`config.mk`:
```
export PLATFORM = sky130hd
export DESIGN_NAME = uart_cmd_ctrl_flat
export DESIGN_NICKNAME = d
export VERILOG_FILES = /design/src/rtl/uart_cmd_ctrl_if.sv /design/src/rtl/uart_cmd_ctrl.sv /design/src/flat_wrapper.sv
export SDC_FILE = /design/constraint.sdc
export NUM_CORES = 1
export LEC_CHECK = 0
export BUFFER_PORTS_ARGS = -buffer_cell sky130_fd_sc_hd__buf_2
export CORE_MARGIN = 3
export CORE_UTILIZATION = 50
export DETAILED_ROUTE_END_ITERATION = 12
export PLACE_DENSITY_LB_ADDON = 0.08
export SYNTH_ARGS = -nofsm -noshare
export SYNTH_HDL_FRONTEND = slang
export SYNTH_SLANG_ARGS = --single-unit
```
`constraint.sdc`:
```
create_clock -name clk -period 2.3 [get_ports clk]
set_input_delay 0.46 -clock clk [delete_from_list [all_inputs] [get_ports clk]]
set_output_delay 0.46 -clock clk [all_outputs]
set_load 0.05 [all_outputs]
```
`src/rtl/uart_cmd_ctrl_if.sv`:
```
// Bundles the UART byte stream, DDR2 request handshake and error strobe used by uart_cmd_ctrl.
// master = frame controller side, slave = host/DDR2 side.
interface uart_cmd_ctrl_if #(
  parameter int ADDR_BYTES = 3,
  parameter int DATA_BYTES = 2
);
  logic [7:0]              rx_data;
  logic                    rx_valid;
  logic                    cmd_valid;
  logic                    cmd_ready;
  logic                    cmd_wr;
  logic [8*ADDR_BYTES-1:0] cmd_addr;
  logic [8*DATA_BYTES-1:0] cmd_wdata;
  logic                    busy;
  logic                    err_pulse;
  logic [1:0]              err_code;

  modport master (
    input  rx_data, rx_valid, cmd_ready,
    output cmd_valid, cmd_wr, cmd_addr, cmd_wdata, busy, err_pulse, err_code
  );

  modport slave (
    output rx_data, rx_valid, cmd_ready,
    input  cmd_valid, cmd_wr, cmd_addr, cmd_wdata, busy, err_pulse, err_code
  );
endinterface

```
`src/rtl/uart_cmd_ctrl.sv`:
```
// Parses UART host frames into single DDR2 read/write requests; cmd_valid rises the cycle after the checksum byte.
// Request is held stable until cmd_ready; bytes arriving while a request is pending are dropped as overrun.
module uart_cmd_ctrl #(
  parameter int         ADDR_BYTES  = 3,
  parameter int         DATA_BYTES  = 2,
  parameter logic [7:0] HEADER      = 8'h55,
  parameter int         TIMEOUT_CYC = 520700,
  parameter int         TO_W        = 20
) (
  input  logic            clk,
  input  logic            reset,
  uart_cmd_ctrl_if.master bus
);
  localparam int AW   = 8 * ADDR_BYTES;
  localparam int DW   = 8 * DATA_BYTES;
  localparam int MAXB = (ADDR_BYTES > DATA_BYTES) ? ADDR_BYTES : DATA_BYTES;
  localparam int CW   = $clog2(MAXB + 1);

  localparam logic [CW-1:0]   ADDR_LAST = CW'(ADDR_BYTES - 1);
  localparam logic [CW-1:0]   DATA_LAST = CW'(DATA_BYTES - 1);
  localparam logic [TO_W-1:0] TO_LAST   = TO_W'(TIMEOUT_CYC - 1);

  localparam logic [7:0] OP_WRITE = 8'h01;
  localparam logic [7:0] OP_READ  = 8'h02;

  localparam logic [1:0] ERR_OVERRUN = 2'd0;
  localparam logic [1:0] ERR_CSUM    = 2'd1;
  localparam logic [1:0] ERR_OPCODE  = 2'd2;
  localparam logic [1:0] ERR_TIMEOUT = 2'd3;

  typedef enum logic [2:0] {
    S_IDLE,
    S_OPC,
    S_ADDR,
    S_DATA,
    S_CSUM,
    S_ISSUE
  } state_t;

  state_t          state;
  state_t          state_nxt;
  logic [CW-1:0]   byte_cnt;
  logic [TO_W-1:0] to_cnt;
  logic            wr_q;
  logic [AW-1:0]   addr_sh;
  logic [DW-1:0]   data_sh;
  logic [7:0]      csum;

  logic            in_frame;
  logic            timeout_hit;
  logic            err_set;
  logic [1:0]      err_nxt;
  logic            load_cmd;
  logic            cnt_clr;

  assign in_frame = (state == S_OPC) || (state == S_ADDR) ||
                    (state == S_DATA) || (state == S_CSUM);

  // A byte landing on the expiry cycle takes priority over the timeout.
  assign timeout_hit = in_frame && !bus.rx_valid && (to_cnt == TO_LAST);

  assign bus.cmd_valid = (state == S_ISSUE);
  assign bus.busy      = (state != S_IDLE);

  always_ff @(posedge clk) begin
    if (reset) begin
      state <= S_IDLE;
    end else begin
      state <= state_nxt;
    end
  end

  always_comb begin
    state_nxt = state;
    err_set   = 1'b0;
    err_nxt   = ERR_OVERRUN;
    load_cmd  = 1'b0;
    cnt_clr   = 1'b0;

    if (timeout_hit) begin
      state_nxt = S_IDLE;
      err_set   = 1'b1;
      err_nxt   = ERR_TIMEOUT;
    end else begin
      case (state)
        S_IDLE: begin
          if (bus.rx_valid && (bus.rx_data == HEADER)) begin
            state_nxt = S_OPC;
          end
        end
        S_OPC: begin
          if (bus.rx_valid) begin
            cnt_clr = 1'b1;
            if ((bus.rx_data == OP_WRITE) || (bus.rx_data == OP_READ)) begin
              state_nxt = S_ADDR;
            end else begin
              state_nxt = S_IDLE;
              err_set   = 1'b1;
              err_nxt   = ERR_OPCODE;
            end
          end
        end
        S_ADDR: begin
          if (bus.rx_valid && (byte_cnt == ADDR_LAST)) begin
            cnt_clr   = 1'b1;
            state_nxt = wr_q ? S_DATA : S_CSUM;
          end
        end
        S_DATA: begin
          if (bus.rx_valid && (byte_cnt == DATA_LAST)) begin
            cnt_clr   = 1'b1;
            state_nxt = S_CSUM;
          end
        end
        S_CSUM: begin
          if (bus.rx_valid) begin
            if (bus.rx_data == csum) begin
              load_cmd  = 1'b1;
              state_nxt = S_ISSUE;
            end else begin
              state_nxt = S_IDLE;
              err_set   = 1'b1;
              err_nxt   = ERR_CSUM;
            end
          end
        end
        S_ISSUE: begin
          if (bus.rx_valid) begin
            err_set = 1'b1;
            err_nxt = ERR_OVERRUN;
          end
          if (bus.cmd_ready) begin
            state_nxt = S_IDLE;
          end
        end
        default: state_nxt = S_IDLE;
      endcase
    end
  end

  // Frame assembly: opcode, address/data shift registers and running checksum.
  always_ff @(posedge clk) begin
    if (reset) begin
      byte_cnt <= '0;
      wr_q     <= 1'b0;
      addr_sh  <= '0;
      data_sh  <= '0;
      csum     <= '0;
    end else begin
      if (cnt_clr) begin
        byte_cnt <= '0;
      end else if (bus.rx_valid && ((state == S_ADDR) || (state == S_DATA))) begin
        byte_cnt <= byte_cnt + CW'(1);
      end

      if (bus.rx_valid) begin
        case (state)
          S_OPC: begin
            wr_q <= (bus.rx_data == OP_WRITE);
            csum <= bus.rx_data;
          end
          S_ADDR: begin
            addr_sh <= (addr_sh << 8) | AW'(bus.rx_data);
            csum    <= csum ^ bus.rx_data;
          end
          S_DATA: begin
            data_sh <= (data_sh << 8) | DW'(bus.rx_data);
            csum    <= csum ^ bus.rx_data;
          end
          default: ;
        endcase
      end
    end
  end

  // Inter-byte timer only runs while a frame is partially assembled.
  always_ff @(posedge clk) begin
    if (reset) begin
      to_cnt <= '0;
    end else if (!in_frame || bus.rx_valid || timeout_hit) begin
      to_cnt <= '0;
    end else begin
      to_cnt <= to_cnt + TO_W'(1);
    end
  end

  always_ff @(posedge clk) begin
    if (reset) begin
      bus.cmd_wr    <= 1'b0;
      bus.cmd_addr  <= '0;
      bus.cmd_wdata <= '0;
      bus.err_pulse <= 1'b0;
      bus.err_code  <= '0;
    end else begin
      if (load_cmd) begin
        bus.cmd_wr    <= wr_q;
        bus.cmd_addr  <= addr_sh;
        bus.cmd_wdata <= wr_q ? data_sh : '0;
      end
      bus.err_pulse <= err_set;
      if (err_set) begin
        bus.err_code <= err_nxt;
      end
    end
  end

endmodule
```
`src/flat_wrapper.sv`:
```
// flat-port wrapper written by rule: the top's interface ports become plain ports
module uart_cmd_ctrl_flat 
#(
  parameter int         ADDR_BYTES  = 3,
  parameter int         DATA_BYTES  = 2,
  parameter logic [7:0] HEADER      = 8'h55,
  parameter int         TIMEOUT_CYC = 520700,
  parameter int         TO_W        = 20
)
  (clk, reset, bus_rx_data, bus_rx_valid, bus_cmd_ready, bus_cmd_valid, bus_cmd_wr, bus_cmd_addr, bus_cmd_wdata, bus_busy, bus_err_pulse, bus_err_code);
  uart_cmd_ctrl_if #(.ADDR_BYTES(ADDR_BYTES), .DATA_BYTES(DATA_BYTES)) bus_i ();
  input  logic clk;
  input  logic reset;
  input wire logic [$bits(bus_i.rx_data)-1:0] bus_rx_data;
  input wire logic [$bits(bus_i.rx_valid)-1:0] bus_rx_valid;
  input wire logic [$bits(bus_i.cmd_ready)-1:0] bus_cmd_ready;
  output wire logic [$bits(bus_i.cmd_valid)-1:0] bus_cmd_valid;
  output wire logic [$bits(bus_i.cmd_wr)-1:0] bus_cmd_wr;
  output wire logic [$bits(bus_i.cmd_addr)-1:0] bus_cmd_addr;
  output wire logic [$bits(bus_i.cmd_wdata)-1:0] bus_cmd_wdata;
  output wire logic [$bits(bus_i.busy)-1:0] bus_busy;
  output wire logic [$bits(bus_i.err_pulse)-1:0] bus_err_pulse;
  output wire logic [$bits(bus_i.err_code)-1:0] bus_err_code;
  assign bus_i.rx_data = bus_rx_data;
  assign bus_i.rx_valid = bus_rx_valid;
  assign bus_i.cmd_ready = bus_cmd_ready;
  assign bus_cmd_valid = bus_i.cmd_valid;
  assign bus_cmd_wr = bus_i.cmd_wr;
  assign bus_cmd_addr = bus_i.cmd_addr;
  assign bus_cmd_wdata = bus_i.cmd_wdata;
  assign bus_busy = bus_i.busy;
  assign bus_err_pulse = bus_i.err_pulse;
  assign bus_err_code = bus_i.err_code;
  uart_cmd_ctrl #(.ADDR_BYTES(ADDR_BYTES), .DATA_BYTES(DATA_BYTES), .HEADER(HEADER), .TIMEOUT_CYC(TIMEOUT_CYC), .TO_W(TO_W)) u_core (.clk(clk), .reset(reset), .bus(bus_i));
endmodule
```
# Word-level counts from Yosys, hierarchy flattened
# Cells that the tools add are included.
[classes]
n_reduce_logical = 27
bitwise_logic = 3
add_sub_neg = 2
mux = 33
n_eq_ne = 18
[ops]
columns = ["cell", "n"]
rows = [
  ["two-way mux 3 bit", 8],
  ["bitwise OR 24 x 8 -> 24 bit", 1],
  ["adder 20 x 1 -> 20 bit, second input constant", 1],
  ["equality test 20 x 19 -> 1 bit, second input constant", 1],
  ["case mux 3 bit (6 select lines)", 1],
  ["two-way mux 16 bit", 1],
  ["bitwise OR 16 x 8 -> 16 bit", 1],
  ["case mux 8 bit (2 select lines)", 1],
  ["two-way mux 1 bit", 14],
  ["two-way mux 2 bit", 5],
  ["inequality test 2 bit, second input constant", 5],
  ["equality test 8 x 1 -> 1 bit, second input constant", 1],
  ["equality test 8 x 2 -> 1 bit, second input constant", 1],
  ["equality test 8 x 7 -> 1 bit, second input constant", 1],
  ["equality test 8 bit", 1],
  ["AND reduction 2 bit", 4],
  ["OR reduction 2 bit", 4],
  ["bitwise XOR 8 bit", 1],
  ["logical OR 1 bit", 7],
  ["equality test 3 x 2 -> 1 bit, second input constant", 2],
  ["equality test 3 bit, second input constant", 2],
  ["logical AND 1 bit", 6],
  ["case mux 1 bit (3 select lines)", 2],
  ["AND reduction 6 bit", 1],
  ["10 further kinds", 11],
]
[word_totals]
output_inout_bits = 46
inputBits = 12
reg_bits = 118
word_cells = 95

# Depth between registers and ports, before layout
# Gate-level depths: netlist of the first run.
[logic_depth]
word_depth = 8
depth_mapped = 6
mapped_depth_nobuf = 6

# Worst setup path before layout of the first run
# Ideal clock, no wire load.
[synth_path]
path_kind = "in2reg"
start = "input port bus_rx_data[4]"
end = "register u_core.bus.cmd_wdata[0]"
required_time_ns = 2.228
path_stages = 6
setup_slack_ns = 0.581
arrival_time_ns = 1.648
n_path_buf = 2
cell_sequence = "xor2_1 nor4_4 and4_1 buf_6 buf_12 mux2i_1"
[synth_via]
elab_chain_len = 5
[synth_lines]
columns = ["item", "line", "source"]
rows = [
  ["start: declaration", "flat_wrapper.sv:14", "input wire logic [$bits(bus_i.rx_data)-1:0] bus_rx_data;"],
  ["equality test 8 bit", "uart_cmd_ctrl.sv:117", "if (bus.rx_data == csum) begin"],
  ["two-way mux 1 bit", "uart_cmd_ctrl.sv:117", ""],
  ["two-way mux 1 bit", "uart_cmd_ctrl.sv:116", "if (bus.rx_valid) begin"],
  ["two-way mux 1 bit", "uart_cmd_ctrl.sv:85", "case (state)"],
  ["two-way mux 1 bit", "uart_cmd_ctrl.sv:80", "if (timeout_hit) begin"],
  ["end signal: assignment", "uart_cmd_ctrl.sv:198", "bus.cmd_wdata <= wr_q ? data_sh : '0;"],
  ["end: declaration", "uart_cmd_ctrl_if.sv:20", "output cmd_valid, cmd_wr, cmd_addr, cmd_wdata, busy, err_pulse, err_code"],
]
# Every way passes these cells.
# A chain may end at the register's enable or synchronous reset.

# Worst setup path in the final report of the first run
[layout_path]
start = "register u_core.state[2]"
end = "output port bus_busy"
[layout_via]
elab_chain_len = 1
[layout_lines]
columns = ["item", "line", "source"]
rows = [
  ["start: declaration", "uart_cmd_ctrl.sv:40", "state_t state;"],
  ["start signal: assignment", "uart_cmd_ctrl.sv:69", "state <= state_nxt;"],
  ["nonzero test 3 bit", "uart_cmd_ctrl.sv:63", "assign bus.busy = (state != S_IDLE);"],
  ["end: declaration", "flat_wrapper.sv:21", "output wire logic [$bits(bus_i.busy)-1:0] bus_busy;"],
]
# Every way passes these cells.

==> impl_results.md, run 1 <==
* Clock Path Buffers at 2
* Leakage at between 2 and 2.5 nW
* Max-cap violations at 0
* Die ar. at around 12,000 µm²
* Hold_sp: bus_rx_data[5]
* Hold Crit Depth at 3
* Sequential area share after synthesis at 0.459
* Clk_skew at around 0.011 ns
* CTS tree: built
* Root Buffer: clkbuf_8
* Hold WS at roughly 0.25 ns
* Most frequent cells in the layout: 163 x nand2_1, 118 x dfxtp_1, 57 x buf_2
* RR Startpoint: u_core.state[2]
* Total track usage at 0.207
* Cell Rows at 36
* Max Fclk at around 470 MHz
* Worst path arrival time at between 1.5 and 2 ns
* Final setup vio count at 0
* DP HPWL at roughly 7700 µm
* Post-synth EDFFs at 0
* Startpoint Class: flip-flop
* Setup_tns at 0 ns
* Routed len/inst at around 14 µm
* Mapped Cells at approximately 600
* Post-Syn Area at ~5100 µm²
* Crit share post-route at 0.928
* CP endpoint kind: output port
* Tightest Pin Transition at about 1 ns
* Clock power frac at 0.542
* First-pass GRT wire length at 19,200 µm
* Synth async-reset ratio at 0
* Clock latency on the worst-skew pair at 0.51 ns
* Final-stage net count at 664
* P_int at 0.00390 W
* Max-slew violations at 0
* Htree depth at 4
* CP Class: flip-flop to output port
* Post-route non-filler standard cell count at 793
* Number of port buffers at 57
* Initial Utilization at 0.521
* Drt first pass iters at 5
* Hold path endpoint: u_core.data_sh[5]
* Worst Path Required at approximately 1.8 ns
* FF-to-FF path depth at 4
* Synth Register Bits at 118
* CTS Buf Count at 17
* Syn avg cell area at 8.54 µm²
* Area delta synth->final at 18.2%
* Total wire length at approximately 11,000 µm
* Power per Cell Area at between 800 and 900 nW/µm²
* Post-CTS Hold Buffers at 0
* Crit-path max FO at 13
* Post-synth top flop: dfxtp_1
* Unrepaired setup endpoints after global routing: no
* Placed Instances at ~760
* FF-to-FF setup slack at just under 0.3 ns
* Status: finished clean
* Worst-path clk slew at approximately 0.06 ns
* Die extent in x at 107 µm
* Resize count post-CTS at 0
* Post-route ant nets at 0
* Flop pwr share at 0.415
* Gr ovfl total at 0
* Net Switching at around 0.0011 W
* Synth Warn # at 0
* M2 GR Usage at 0.353
* Most common cell after layout, fill and taps aside: nand2_1
* Yosys cell types at between 40 and 50
* Die Ht at 107 µm
* Initial antenna violation count at 0
* Core box area at ~9900 µm²
* M3 GR Usage at 0.0498
* GR peak layer: met2
* Cell taking the most area after synthesis: dfxtp_1
* DR vias/cell at approximately 5.3
* Ranking of synthesized cells by area: dfxtp_1 46%, nand2_1 12%, mux2i_1 8.2%
* # clock sinks at about 120
* Vias in the first global route at between 4,000 and 5,000
* Largest net degree at the start of global routing at 73
* VDD IR max at around 590 µV
* Post-synth top area share at 0.459
* RePlAce Congestion at approximately 0.85
* Slew headroom at 0.352
* Layout cells sized above 1 at 0.179
* Fin. Hold Viols at 0
* Mapped Nets at 617
* FF-to-FF End: u_core.to_cnt[14]
* Post-CTS setup buffer count at 0
* Worst min path class: input pin to flip-flop
* Diodes inserted at 0
* Fin crit period at around 2.1 ns
* Detailed router's first-iteration violation count at 227
* Post-route DRC violation count at 0
* Switching share of power at 0.218
* Vias after detailed routing at roughly 4,200
* I/O pins at between 50 and 60
* Met1 GRT Util at 0.256
* Fillers at about 900
* Combinational Power Share at 0.043
flip-flops by register name (all words and copies together), names as in the netlist, 2 cells and up:
register	flops
u_core.addr_sh	24
u_core.bus.cmd_addr	24
u_core.bus.cmd_wdata	16
u_core.bus.err_code	2
u_core.byte_cnt	2
u_core.csum	8
u_core.data_sh	16
u_core.state	3
u_core.to_cnt	20
area by class of cell:
type / instances / area [µm²] / share of cell area
clock buffers: 18 / 428 / 0.0704
repair buffers: 70 / 408 / 0.0671
well taps: 133 / 166 / 0.0274
inverters: 10 / 37.5 / 0.00618
flip-flops and latches: 118 / 2360 / 0.389
clock inverters: 12 / 178 / 0.0292
multi-input cells: 432 / 2500 / 0.411
cells by family after synthesis:
family          share of synthesized area
compound gates                     0.0983
xor+xnor                           0.0477
buf+inv                            0.0548
fa+ha+maj                         0.00730
flops                               0.459
mux                                0.0840
simple gates                        0.248
worst max path at each step:
stage	from	to	slack [ns]
floorplan	bus_rx_data[4]	u_core.bus.cmd_wdata[0]	0.58
global placement	bus_rx_data[4]	u_core.bus.cmd_wdata[12]	0.27
detailed placement	bus_rx_data[0]	u_core.bus.cmd_addr[0]	0.19
CTS	u_core.state[2]	bus_busy	0.15
global route	u_core.state[2]	bus_busy	0.05
finish	u_core.state[2]	bus_busy	0.17
power groups by stage:
stage / registers, W / logic, W / clock network, W
2_1_floorplan: 0.00212 / 0.000144 / 0
3_3_place_gp: 0.00211 / 0.000208 / 0
3_5_place_dp: 0.00211 / 0.000210 / 0
4_1_cts: 0.00207 / 0.000212 / 0.00274
5_1_grt: 0.00207 / 0.000233 / 0.00283
6_report: 0.00207 / 0.000213 / 0.00270
metal layers:
layer  up-vias  routed length, µm
li1       2136                  -
met1      1993               5180
met2        88               5550
met3         9                523
met4         0                 96
met5         -                  0
per-stage QoR:
step | util | instance area [µm²] | power, W | setup slack [ns]
3_3_place_gp | 0.555 | 5470 | 0.00232 | 0.272
2_1_floorplan | - | 5140 | 0.00226 | 0.581
3_5_place_dp | 0.555 | 5470 | 0.00232 | 0.194
4_1_cts | 0.616 | 6080 | 0.00502 | 0.151
5_1_grt | 0.616 | 6080 | 0.00513 | 0.0545
6_report | 0.616 | 6080 | 0.00498 | 0.167
Yosys cell counts (5+ instances only):
cell type,instances
a21oi_1,46
a21oi_2,7
a31oi_1,6
and3_1,5
buf_2,5
clkbuf_1,30
dfxtp_1,118
inv_1,10
mux2i_1,42
nand2_1,163
nand3_1,33
nand4_1,7
nor2_1,26
nor3_1,7
o31ai_1,6
or3_1,7
xnor2_1,10
xor2_1,18
worst max-delay path, stage by stage (launching register included):
cell	delay, ns
dfxtp_1	0.56
nor3_1	0.14
buf_4	0.17
inv_1	0.04
buf_2	0.25
Note: power is estimated with default switching activity, not from simulation.
==> run 2: changes to the inputs <==
--- a/config.mk
+++ b/config.mk
@@ -7,7 +7,8 @@
 export LEC_CHECK = 0
 export BUFFER_PORTS_ARGS = -buffer_cell sky130_fd_sc_hd__buf_2
 export CORE_MARGIN = 3
-export CORE_UTILIZATION = 50
+export CORE_UTILIZATION = 45
+export CTS_BUF_LIST = sky130_fd_sc_hd__clkbuf_4 sky130_fd_sc_hd__clkbuf_8
 export DETAILED_ROUTE_END_ITERATION = 12
 export PLACE_DENSITY_LB_ADDON = 0.08
 export SYNTH_ARGS = -nofsm -noshare
==> constraint.sdc (replaced) <==
create_clock -name clk -period 1.7 [get_ports clk]
set_input_delay 0.34 -clock clk [delete_from_list [all_inputs] [get_ports clk]]
set_output_delay 0.34 -clock clk [all_outputs]
set_load 0.05 [all_outputs]
==> run 2 against run 1 <==
Against the previous run: the flow now finishes with violations (negative setup slack); critical path type unchanged; core utilization is 3.8 points lower; cell count is 5.7% higher; die area is 10% higher; setup slack worse by 0.17 ns; sequential power is 35% higher; highest routed layer unchanged; wire length is 8.3% higher; critical endpoint unchanged.
==> impl_results.md, run 2 (synthesis results as in run 1) <==
* Root Buffer: clkbuf_8
* Initial antenna violation count at 0
* # clock sinks at roughly 120
* Vias in the first global route at between 4,000 and 5,000
* Failing checks: negative setup slack
* Reg area at roughly 2400 µm²
* CTS Buf Count at 17
* Hold path endpoint: u_core.wr_q
* Final-stage net count at between 700 and 800
* Fillers at 1,015
* Vias after detailed routing at about 4,400
* RePlAce Congestion at 0.858
* Final setup vio count at 1
* Unrepaired setup endpoints after global routing: yes
* Post-route ant nets at 0
* Critical Path, Cell by Cell: nor3_2 > buf_4 > inv_1 > buf_4
* Clk_skew at between 0.009 and 0.01 ns
* Crit-path max FO at 6
* Gr ovfl total at 0
* M3 GR Usage at 0.0545
* DR vias/cell at between 5 and 6
* Total wire length at 12,300 µm
* Crit share post-route at 1.00
* Initial Utilization at 0.468
* Max Fclk at between 500 and 600 MHz
* Drt first pass iters at 5
* CP endpoint kind: output port
* Hold_sp: reset
* Clock latency on the worst-skew pair at approximately 0.42 ns
* Setup slack after layout at -0.00455 ns
* Most frequent CP cell: buf_4
* Crit-path slowest cell: dfxtp_4
* Diodes inserted at 0
* Area occupied by multi-input gates at about 2500 µm²
* Die extent in x at roughly 110 µm
* VDD IR max at between 700 and 800 µV
* Post-route non-filler standard cell count at between 800 and 900
* Status: finished with violations
* Pre-CTS WS at -0.198 ns
* Die ar. at 12,700 µm²
* CP Class: flip-flop to output port
* Core box area at roughly 11,000 µm²
* Most frequent cells in the layout: 163 x nand2_1, 114 x dfxtp_1, 55 x buf_2
* Most common cell after layout, fill and taps aside: nand2_1
* Number of port buffers at between 50 and 60
* Worst Path Required at roughly 1.4 ns
* Max-slew violations at 0
* Detailed router's first-iteration violation count at roughly 180
* RR Startpoint: u_core.state[1]
* CP bufs+invs at 3
* First-pass GRT wire length at around 20,000 µm
* Clock Path Buffers at 2
* Worst path depth at 4
* Hold WS at around 0.32 ns
* Placed Instances at between 800 and 900
* FF-to-FF path depth at 5
* Worst path arrival time at ~1.4 ns
* Power per Cell Area at roughly 900 nW/µm²
* Total track usage at 0.196
* CP max stage delay at about 0.37 ns
* Post-layout util at 0.578
* GR peak layer: met2
* Total power at between 0.005 and 0.006 W
* Cell Rows at 38
* Slew headroom at 0.691
* Worst-path clk slew at about 0.07 ns
* Worst min path class: input pin to flip-flop
* Post-route DRC violation count at 0
* FF-to-FF End: u_core.state[1]
* Die Ht at approximately 110 µm
* Htree depth at 4
* Fin. Hold Viols at 0
* Area delta synth->final at 23.4%
* CTS tree: built
* Top Registers: u_core.addr_sh x24, u_core.bus.cmd_addr x24, u_core.to_cnt x20
* M2 GR Usage at 0.331
* Leakage at approximately 2.3 nW
* I/O pins at 58
* Hold Crit Depth at 3
* Met1 GRT Util at 0.247
* Tightest Pin Transition at around 0.46 ns
* Fin crit period at ~1.7 ns
* Largest net degree at the start of global routing at 44
* Worst path top cell family by delay: flip-flops
* DP HPWL at approximately 8300 µm
* FF-to-FF setup slack at roughly 0.04 ns
* Startpoint Class: flip-flop
* Max-cap violations at 0
* Layout cells sized above 1 at 0.242
* Routed len/inst at about 15 µm
==> run 2: changes by cell type in the layout (fill, tap and decap cells not counted), moves of 3 or more <==
| cell | before | now |
|---|---|---|
| clkbuf_4 | 0 | 3 |
| dfxtp_2 | 0 | 3 |
| dfxtp_1 | 118 | 114 |
| clkbuf_8 | 2 | 20 |
| buf_12 | 2 | 7 |
| clkbuf_16 | 16 | 2 |
| buf_4 | 11 | 41 |
| and4_4 | 0 | 3 |
==> run 2: worst max path at each step <==
stage	to	slack, ns	startpoint
2_1_floorplan	u_core.state[0]	0.10	u_core.byte_cnt[0]
3_3_place_gp	u_core.bus.cmd_addr[11]	-0.09	bus_rx_data[4]
3_5_place_dp	u_core.bus.cmd_wdata[6]	-0.20	bus_rx_data[0]
4_1_cts	bus_cmd_valid	-0.02	u_core.state[1]
5_1_grt	bus_busy	-0.05	u_core.state[1]
6_report	bus_busy	-0.005	u_core.state[1]
==> run 2: where the power goes <==
part	internal (W)	total, W	switching [W]	leakage [nW]
logic	0.000143	0.000367	0.000224	1.14
registers	0.00278	0.00279	0.0000156	0.953
clock network	0.00146	0.00255	0.00109	0.202
==> run 2: through the flow <==
stage	TNS (ns)	area, µm²
after floorplan	0	5140
after global placement	-3.88	5760
after detailed placement	-7.04	5760
after CTS	-0.0157	6210
after global routing	-0.336	6350
final	-0.00455	6350
==> run 2: worst register-to-register path: cells and delay by family (launching register included) <==
family          cells  cell delay (ns)
compound gates      2             0.68
buf+inv             1             0.16
flops               1             0.37
simple gates        2             0.37
==> run 2: timing repair <==
action / 4_1_cts / 5_1_grt
pin swaps: 4 / 2
gates cloned: 1 / 2
setup endpoints to repair: 44 / 31
hold buffers: 0 / 0
gates resized for setup: 10 / 14
setup buffers: 1 / 2
==> run 2: metal layers <==
metal,part of all wire,vias up,wire [µm]
met5,0,-,0
met4,0.0086,0,106
met1,0.45,2080,5550
li1,-,2206,-
met3,0.038,8,465
met2,0.50,74,6170
==> run 2: layout make-up <==
class                      instances  area share
clock buffer                      23      0.0469
clock inverter                     8      0.0156
inverter                          10     0.00631
multi-input combinational        432       0.402
sequential                       118       0.373
tap                              140      0.0276
timing repair buffer             107       0.129
